`config.mk`:
```
export PLATFORM = sky130hd
export DESIGN_NAME = rx_frontend_mc
export DESIGN_NICKNAME = d
export VERILOG_FILES = /design/src/rtl/rx_pkg.sv /design/src/rtl/rx_dc_block.sv /design/src/rtl/rx_frontend_mc.sv
export SDC_FILE = /design/constraint.sdc
export NUM_CORES = 1
export LEC_CHECK = 0
export ABC_AREA = 1
export CAP_MARGIN = 20
export CORE_ASPECT_RATIO = 1.25
export CORE_MARGIN = 5
export CORE_UTILIZATION = 66
export CTS_CLUSTER_SIZE = 14
export DETAILED_ROUTE_END_ITERATION = 10
export GPL_TIMING_DRIVEN = 0
export PLACE_DENSITY_LB_ADDON = 0.08
export SYNTH_ARGS = -nofsm -noshare
export SYNTH_HDL_FRONTEND = slang
export SYNTH_SLANG_ARGS = --single-unit
```
`constraint.sdc`:
```
create_clock -name clk_40 -period 8.2 [get_ports clk_40]
set_input_delay 1.64 -clock clk_40 [delete_from_list [all_inputs] [get_ports clk_40]]
set_output_delay 1.64 -clock clk_40 [all_outputs]
set_load 0.01 [all_outputs]
```
`src/rtl/rx_pkg.sv`:
```
// Shared types and helpers for the multi-channel receive front end.
package rx_pkg;

    typedef enum logic [1:0] {
        PH_0 = 2'd0,
        PH_1 = 2'd1,
        PH_2 = 2'd2,
        PH_3 = 2'd3
    } phase_e;

    function automatic int sum_width(input int in_w, input int decim);
        return in_w + $clog2(decim);
    endfunction

    localparam int SUM_W = sum_width(14, 4);

    // Clamp a signed value to the w-bit two's complement range.
    function automatic logic signed [31:0] sat_w(input logic signed [31:0] v, input int unsigned w);
        logic signed [31:0] hi;
        logic signed [31:0] lo;
        hi = (32'sd1 <<< (w - 1)) - 32'sd1;
        lo = -(32'sd1 <<< (w - 1));
        if (v > hi) return hi;
        if (v < lo) return lo;
        return v;
    endfunction

    function automatic logic signed [31:0] sat_neg(input logic signed [31:0] v, input int unsigned w);
        return sat_w(-v, w);
    endfunction

endpackage

```
`src/rtl/rx_dc_block.sv`:
```
// One channel: offset-binary capture, DC-removal high-pass and overload monitor.
module rx_dc_block
    import rx_pkg::*;
#(
    parameter int IN_W      = 14,
    parameter int DC_SHIFT  = 10,
    parameter int OVR_CNT_W = 16
) (
    input  logic                 clk_40,
    input  logic                 rst,
    input  logic                 en,
    input  logic [IN_W-1:0]      adc_data,
    input  logic                 adc_ovr,
    input  logic                 ovr_clr,
    output logic [IN_W-1:0]      d_out,
    output logic                 ovr_flag,
    output logic [OVR_CNT_W-1:0] ovr_count
);
    localparam int ACC_W = IN_W + DC_SHIFT + 1;

    logic signed [IN_W-1:0]  x_r;
    logic                    ovr_r;
    logic signed [ACC_W-1:0] acc_r;
    logic signed [ACC_W:0]   d_raw;
    logic signed [IN_W-1:0]  d_sat;
    logic                    ovr_hit;

    assign d_raw   = (ACC_W+1)'(x_r) - (ACC_W+1)'(acc_r >>> DC_SHIFT);
    assign d_sat   = IN_W'(sat_w(32'(d_raw), IN_W));
    assign ovr_hit = en & ovr_r;

    always_ff @(posedge clk_40) begin
        if (rst) begin
            x_r       <= '0;
            ovr_r     <= 1'b0;
            acc_r     <= '0;
            d_out     <= '0;
            ovr_flag  <= 1'b0;
            ovr_count <= '0;
        end else begin
            if (en) begin
                x_r   <= {~adc_data[IN_W-1], adc_data[IN_W-2:0]};
                ovr_r <= adc_ovr;
                acc_r <= acc_r + ACC_W'(d_sat);
                d_out <= d_sat;
            end
            // A clear that coincides with a counted overload leaves that overload recorded.
            if (ovr_clr) begin
                ovr_flag  <= ovr_hit;
                ovr_count <= {{(OVR_CNT_W-1){1'b0}}, ovr_hit};
            end else if (ovr_hit) begin
                ovr_flag <= 1'b1;
                if (ovr_count != '1) ovr_count <= ovr_count + OVR_CNT_W'(1);
            end
        end
    end

endmodule

```
`src/rtl/rx_frontend_mc.sv`:
```
// Multi-channel receive front end: DC block, fs/4 mix to baseband, integrate-and-dump decimation.
module rx_frontend_mc
    import rx_pkg::*;
#(
    parameter int NUM_CH    = 2,
    parameter int IN_W      = 14,
    parameter int OUT_W     = 16,
    parameter int DECIM     = 4,
    parameter int DC_SHIFT  = 10,
    parameter int OVR_CNT_W = 16
) (
    input  logic                        clk_40,
    input  logic                        rst,
    input  logic                        en,
    input  logic [NUM_CH*IN_W-1:0]      adc_data,
    input  logic [NUM_CH-1:0]           adc_ovr,
    input  logic                        ovr_clr,
    output logic                        out_valid,
    output logic [NUM_CH*OUT_W-1:0]     out_i,
    output logic [NUM_CH*OUT_W-1:0]     out_q,
    output logic [NUM_CH-1:0]           ovr_flag,
    output logic [NUM_CH*OVR_CNT_W-1:0] ovr_count
);
    localparam int SUM_WC = sum_width(IN_W, DECIM);
    localparam int CNT_W  = $clog2(DECIM);

    phase_e           phase_r;
    phase_e           mix_ph;
    logic [CNT_W-1:0] cnt_r;
    logic             wrap;

    // phase_r tags the sample entering capture; the mixer sees it two enabled samples later.
    assign mix_ph = phase_e'(phase_r + 2'd2);
    assign wrap   = (cnt_r == CNT_W'(DECIM - 1));

    always_ff @(posedge clk_40) begin
        if (rst) begin
            phase_r   <= PH_0;
            cnt_r     <= '0;
            out_valid <= 1'b0;
        end else begin
            out_valid <= en & wrap;
            if (en) begin
                phase_r <= phase_e'(phase_r + 2'd1);
                cnt_r   <= wrap ? '0 : cnt_r + CNT_W'(1);
            end
        end
    end

    for (genvar c = 0; c < NUM_CH; c++) begin : g_ch
        logic [IN_W-1:0]          d_u;
        logic signed [IN_W-1:0]   d;
        logic signed [IN_W-1:0]   mix_i;
        logic signed [IN_W-1:0]   mix_q;
        logic signed [SUM_WC-1:0] sum_i;
        logic signed [SUM_WC-1:0] sum_q;
        logic signed [OUT_W-1:0]  oi_r;
        logic signed [OUT_W-1:0]  oq_r;

        rx_dc_block #(
            .IN_W      (IN_W),
            .DC_SHIFT  (DC_SHIFT),
            .OVR_CNT_W (OVR_CNT_W)
        ) u_dc (
            .clk_40    (clk_40),
            .rst       (rst),
            .en        (en),
            .adc_data  (adc_data[c*IN_W +: IN_W]),
            .adc_ovr   (adc_ovr[c]),
            .ovr_clr   (ovr_clr),
            .d_out     (d_u),
            .ovr_flag  (ovr_flag[c]),
            .ovr_count (ovr_count[c*OVR_CNT_W +: OVR_CNT_W])
        );

        assign d = $signed(d_u);

        always_comb begin
            mix_i = '0;
            mix_q = '0;
            case (mix_ph)
                PH_0:    mix_i = d;
                PH_1:    mix_q = IN_W'(sat_neg(32'(d), IN_W));
                PH_2:    mix_i = IN_W'(sat_neg(32'(d), IN_W));
                PH_3:    mix_q = d;
                default: ;
            endcase
        end

        always_ff @(posedge clk_40) begin
            if (rst) begin
                sum_i <= '0;
                sum_q <= '0;
                oi_r  <= '0;
                oq_r  <= '0;
            end else if (en) begin
                if (wrap) begin
                    oi_r  <= OUT_W'(sum_i);
                    oq_r  <= OUT_W'(sum_q);
                    sum_i <= SUM_WC'(mix_i);
                    sum_q <= SUM_WC'(mix_q);
                end else begin
                    sum_i <= sum_i + SUM_WC'(mix_i);
                    sum_q <= sum_q + SUM_WC'(mix_q);
                end
            end
        end

        assign out_i[c*OUT_W +: OUT_W] = oi_r;
        assign out_q[c*OUT_W +: OUT_W] = oq_r;
    end

endmodule

```
==> flow_summary.json <==
{
  "status": "finished clean",
  "die-area_um2": 34600,
  "critPathKind": "reg2reg",
  "coreArea_um2": 30700,
  "leakagePower_uw": 0.0117,
  "wl_per_cell_um": 16.8,
  "fin_crit_ps": 4610,
  "dp_hpwl_um": 50600,
  "grt_overflow_total": 0,
  "fin_tns_setup_ps": 0,
  "avgSynthCellArea_um2": 6.19,
  "grt_max_degree": 15,
  "grt_usage": 0.359,
  "worstSkewPairLatency_ps": 580,
  "ys_types": 50,
  "diodes": 0,
  "synth_flop_cell": "dfxtp_1",
  "startpoint_type": "flip-flop",
  "place.gp.congestion": 1.04,
  "drcViolationCount": 0,
  "vias_per_cell": 5.79,
  "dp_cells": 3836,
  "die_x_um": 167,
  "root_buffer": "clkbuf_16",
  "rr_worst_depth": 26,
  "final_cell_area_um2": 23300,
  "cp-end-kind": "flip-flop",
  "synth_top_area_cell": "dfxtp_1",
  "synth_top_area_frac": 0.270,
  "p_per_area_nw_per_um2": 386,
  "ys_warn_count": 0,
  "via_count": 22500,
  "io_buffers": 131,
  "clkSinkCount": 275,
  "drtPass1Iterations": 5,
  "syn2layout_area_growth_pct": 13.9,
  "worstMarginPinSlew_ps": 1150,
  "min_path_cells": 2,
  "final_cell_mix": "987 x nand2_1, 389 x nor2_1, 383 x inv_1, 275 x dfxtp_1, 253 x a21oi_1",
  "crit_buf_inv": 4,
  "final_layout_size_suffix_gt1_frac": 0.0302,
  "hold_class": "reg2reg",
  "grt_pass1_vias": 21300,
  "row_count": 72,
  "async_flop_share": 0,
  "syn-num-nets": 3493,
  "maxSlewViolCount": 0,
  "grt_first_pass_wirelength_um": 103000,
  "antenna_left": 0,
  "slew_headroom": 0.236,
  "maxCapViolations": 0,
  "crit_required_ps": 8670,
  "worstPathArrival_ps": 5090,
  "slowest_stage": "fa_1",
  "netlist_instances": 3298,
  "cts-htree-levels": 1,
  "cp.depth": 26,
  "cts.repair.resized": 0,
  "cp_top_family": "simple AND/OR/NAND/NOR gates",
  "final_common_cell": "nand2_1",
  "max_stage_delay_ps": 460,
  "place_area_um2": 22200,
  "hold_buffers": 0,
  "fmax_ghz": 0.217,
  "drt_iter0_drc": 2069,
  "syn_area_um2": 20400,
  "synthTopCellsByArea": "dfxtp_1 27%, nand2_1 18%, ha_1 9.4%",
  "hold_violations": 0,
  "fin_crit_sh": 0.562,
  "tritoncts": "yes",
  "clkTransAtPathRegs_ps": 60,
  "cts_buffer_depth": 3,
  "cts_made_buffers": 29,
  "cts_setup_buffers": 0,
  "crit_path_frequent_cell": "nand2_1",
  "ir_drop_v": 0.000389,
  "synth_edf_count": 0,
  "setup-violations-final": 0,
  "total_power_uw": 8980,
  "yosysSeqAreaShare": 0.270,
  "nNetsFinal": 3656,
  "cp_max_fo": 10,
  "die_h_um": 207,
  "ys_ff_latch": 275,
  "antenna_found_initial": 0,
  "finalClockSkew_ps": 12.0,
  "rsz0062_at_grt": "no",
  "totalWireLength_um": 65200,
  "instances_no_fill": 3889,
  "start_util": 0.665,
  "pin_count": 133
}
registers in the layout, indices dropped and copies added, names as in the netlist, 28 cells and up:
| name | flops |
|---|---|
| g_ch.u_dc.d_out | 28 |
| g_ch.u_dc.x_r | 28 |
| g_ch.oq_r | 32 |
| g_ch.sum_q | 32 |
| g_ch.sum_i | 32 |
| g_ch.oi_r | 32 |
| g_ch.u_dc.acc_r | 50 |
| g_ch.u_dc.ovr_count | 32 |
path summary, 6_finish.rpt:
kind                      end                   from  slack (ps)
max          g_ch[0].sum_q[8]  g_ch[0].u_dc.d_out[0]        3590
min           g_ch[0].oq_r[4]        g_ch[0].oq_r[4]         480
max reg2reg  g_ch[0].sum_q[8]  g_ch[0].u_dc.d_out[0]        3590
min reg2reg   g_ch[0].oq_r[4]        g_ch[0].oq_r[4]         480
stage by stage:
stage / utilization / hold slack [ps] / worst slack (ps)
floorplan: - / 437 / 4380
global placement: 0.724 / 454 / 3870
detailed placement: 0.724 / 465 / 3740
CTS: 0.757 / 479 / 3710
global route: 0.757 / 497 / 3260
finish: 0.757 / 480 / 3590
cells by family (layout without fill, tap and decap cells):
logic type,count (synthesis),after routing,share of synthesized area
adder cells (fa/ha/maj),161,161,0.102
AND/OR/NAND/NOR,1693,1693,0.338
flip-flops,275,275,0.270
buffers and inverters,502,686,0.0963
XOR/XNOR,97,97,0.0416
AO/OA/AOI/OAI,570,570,0.153
worst min-delay path: cells and delay by family, from the launching register on:
kind	cells	cell delay, ps
DFF	1	320
and+or+nand+nor	2	130
Yosys cell counts, types with 21 or more instances:
cell type / count
nand2_1: 987
nand3_1: 178
clkbuf_1: 76
nor3_1: 49
dfxtp_1: 275
nand4_1: 32
xnor2_1: 21
nor2_1: 389
xor2_1: 76
inv_1: 383
ha_1: 153
o21ai_0: 223
a21oi_1: 253
a22o_1: 21
power by group:
part / internal, uW / total [uW] / leakage [uW] / switching, uW
registers: 1580 / 1790 / 0.00225 / 216
logic: 1960 / 5780 / 0.00895 / 3820
clock network: 826 / 1410 / 0.000496 / 585
final cells by class:
cell class,count,area (um^2)
flip-flops and latches,275,5510
clock buffers,37,816
well taps,407,509
fillers,2531,7460
repair buffers,132,1330
clock inverters,15,188
inverters,389,1460
multi-input cells,2521,12900
plain buffers,113,507
layer usage:
metal,global-route usage,up-vias,part of all wire
li1,-,11000,-
met1,0.418,10200,0.38
met2,0.623,1087,0.47
met3,0.0476,310,0.081
met4,0.233,0,0.072
met5,0,-,0
Power figures use the tool's default switching activity.
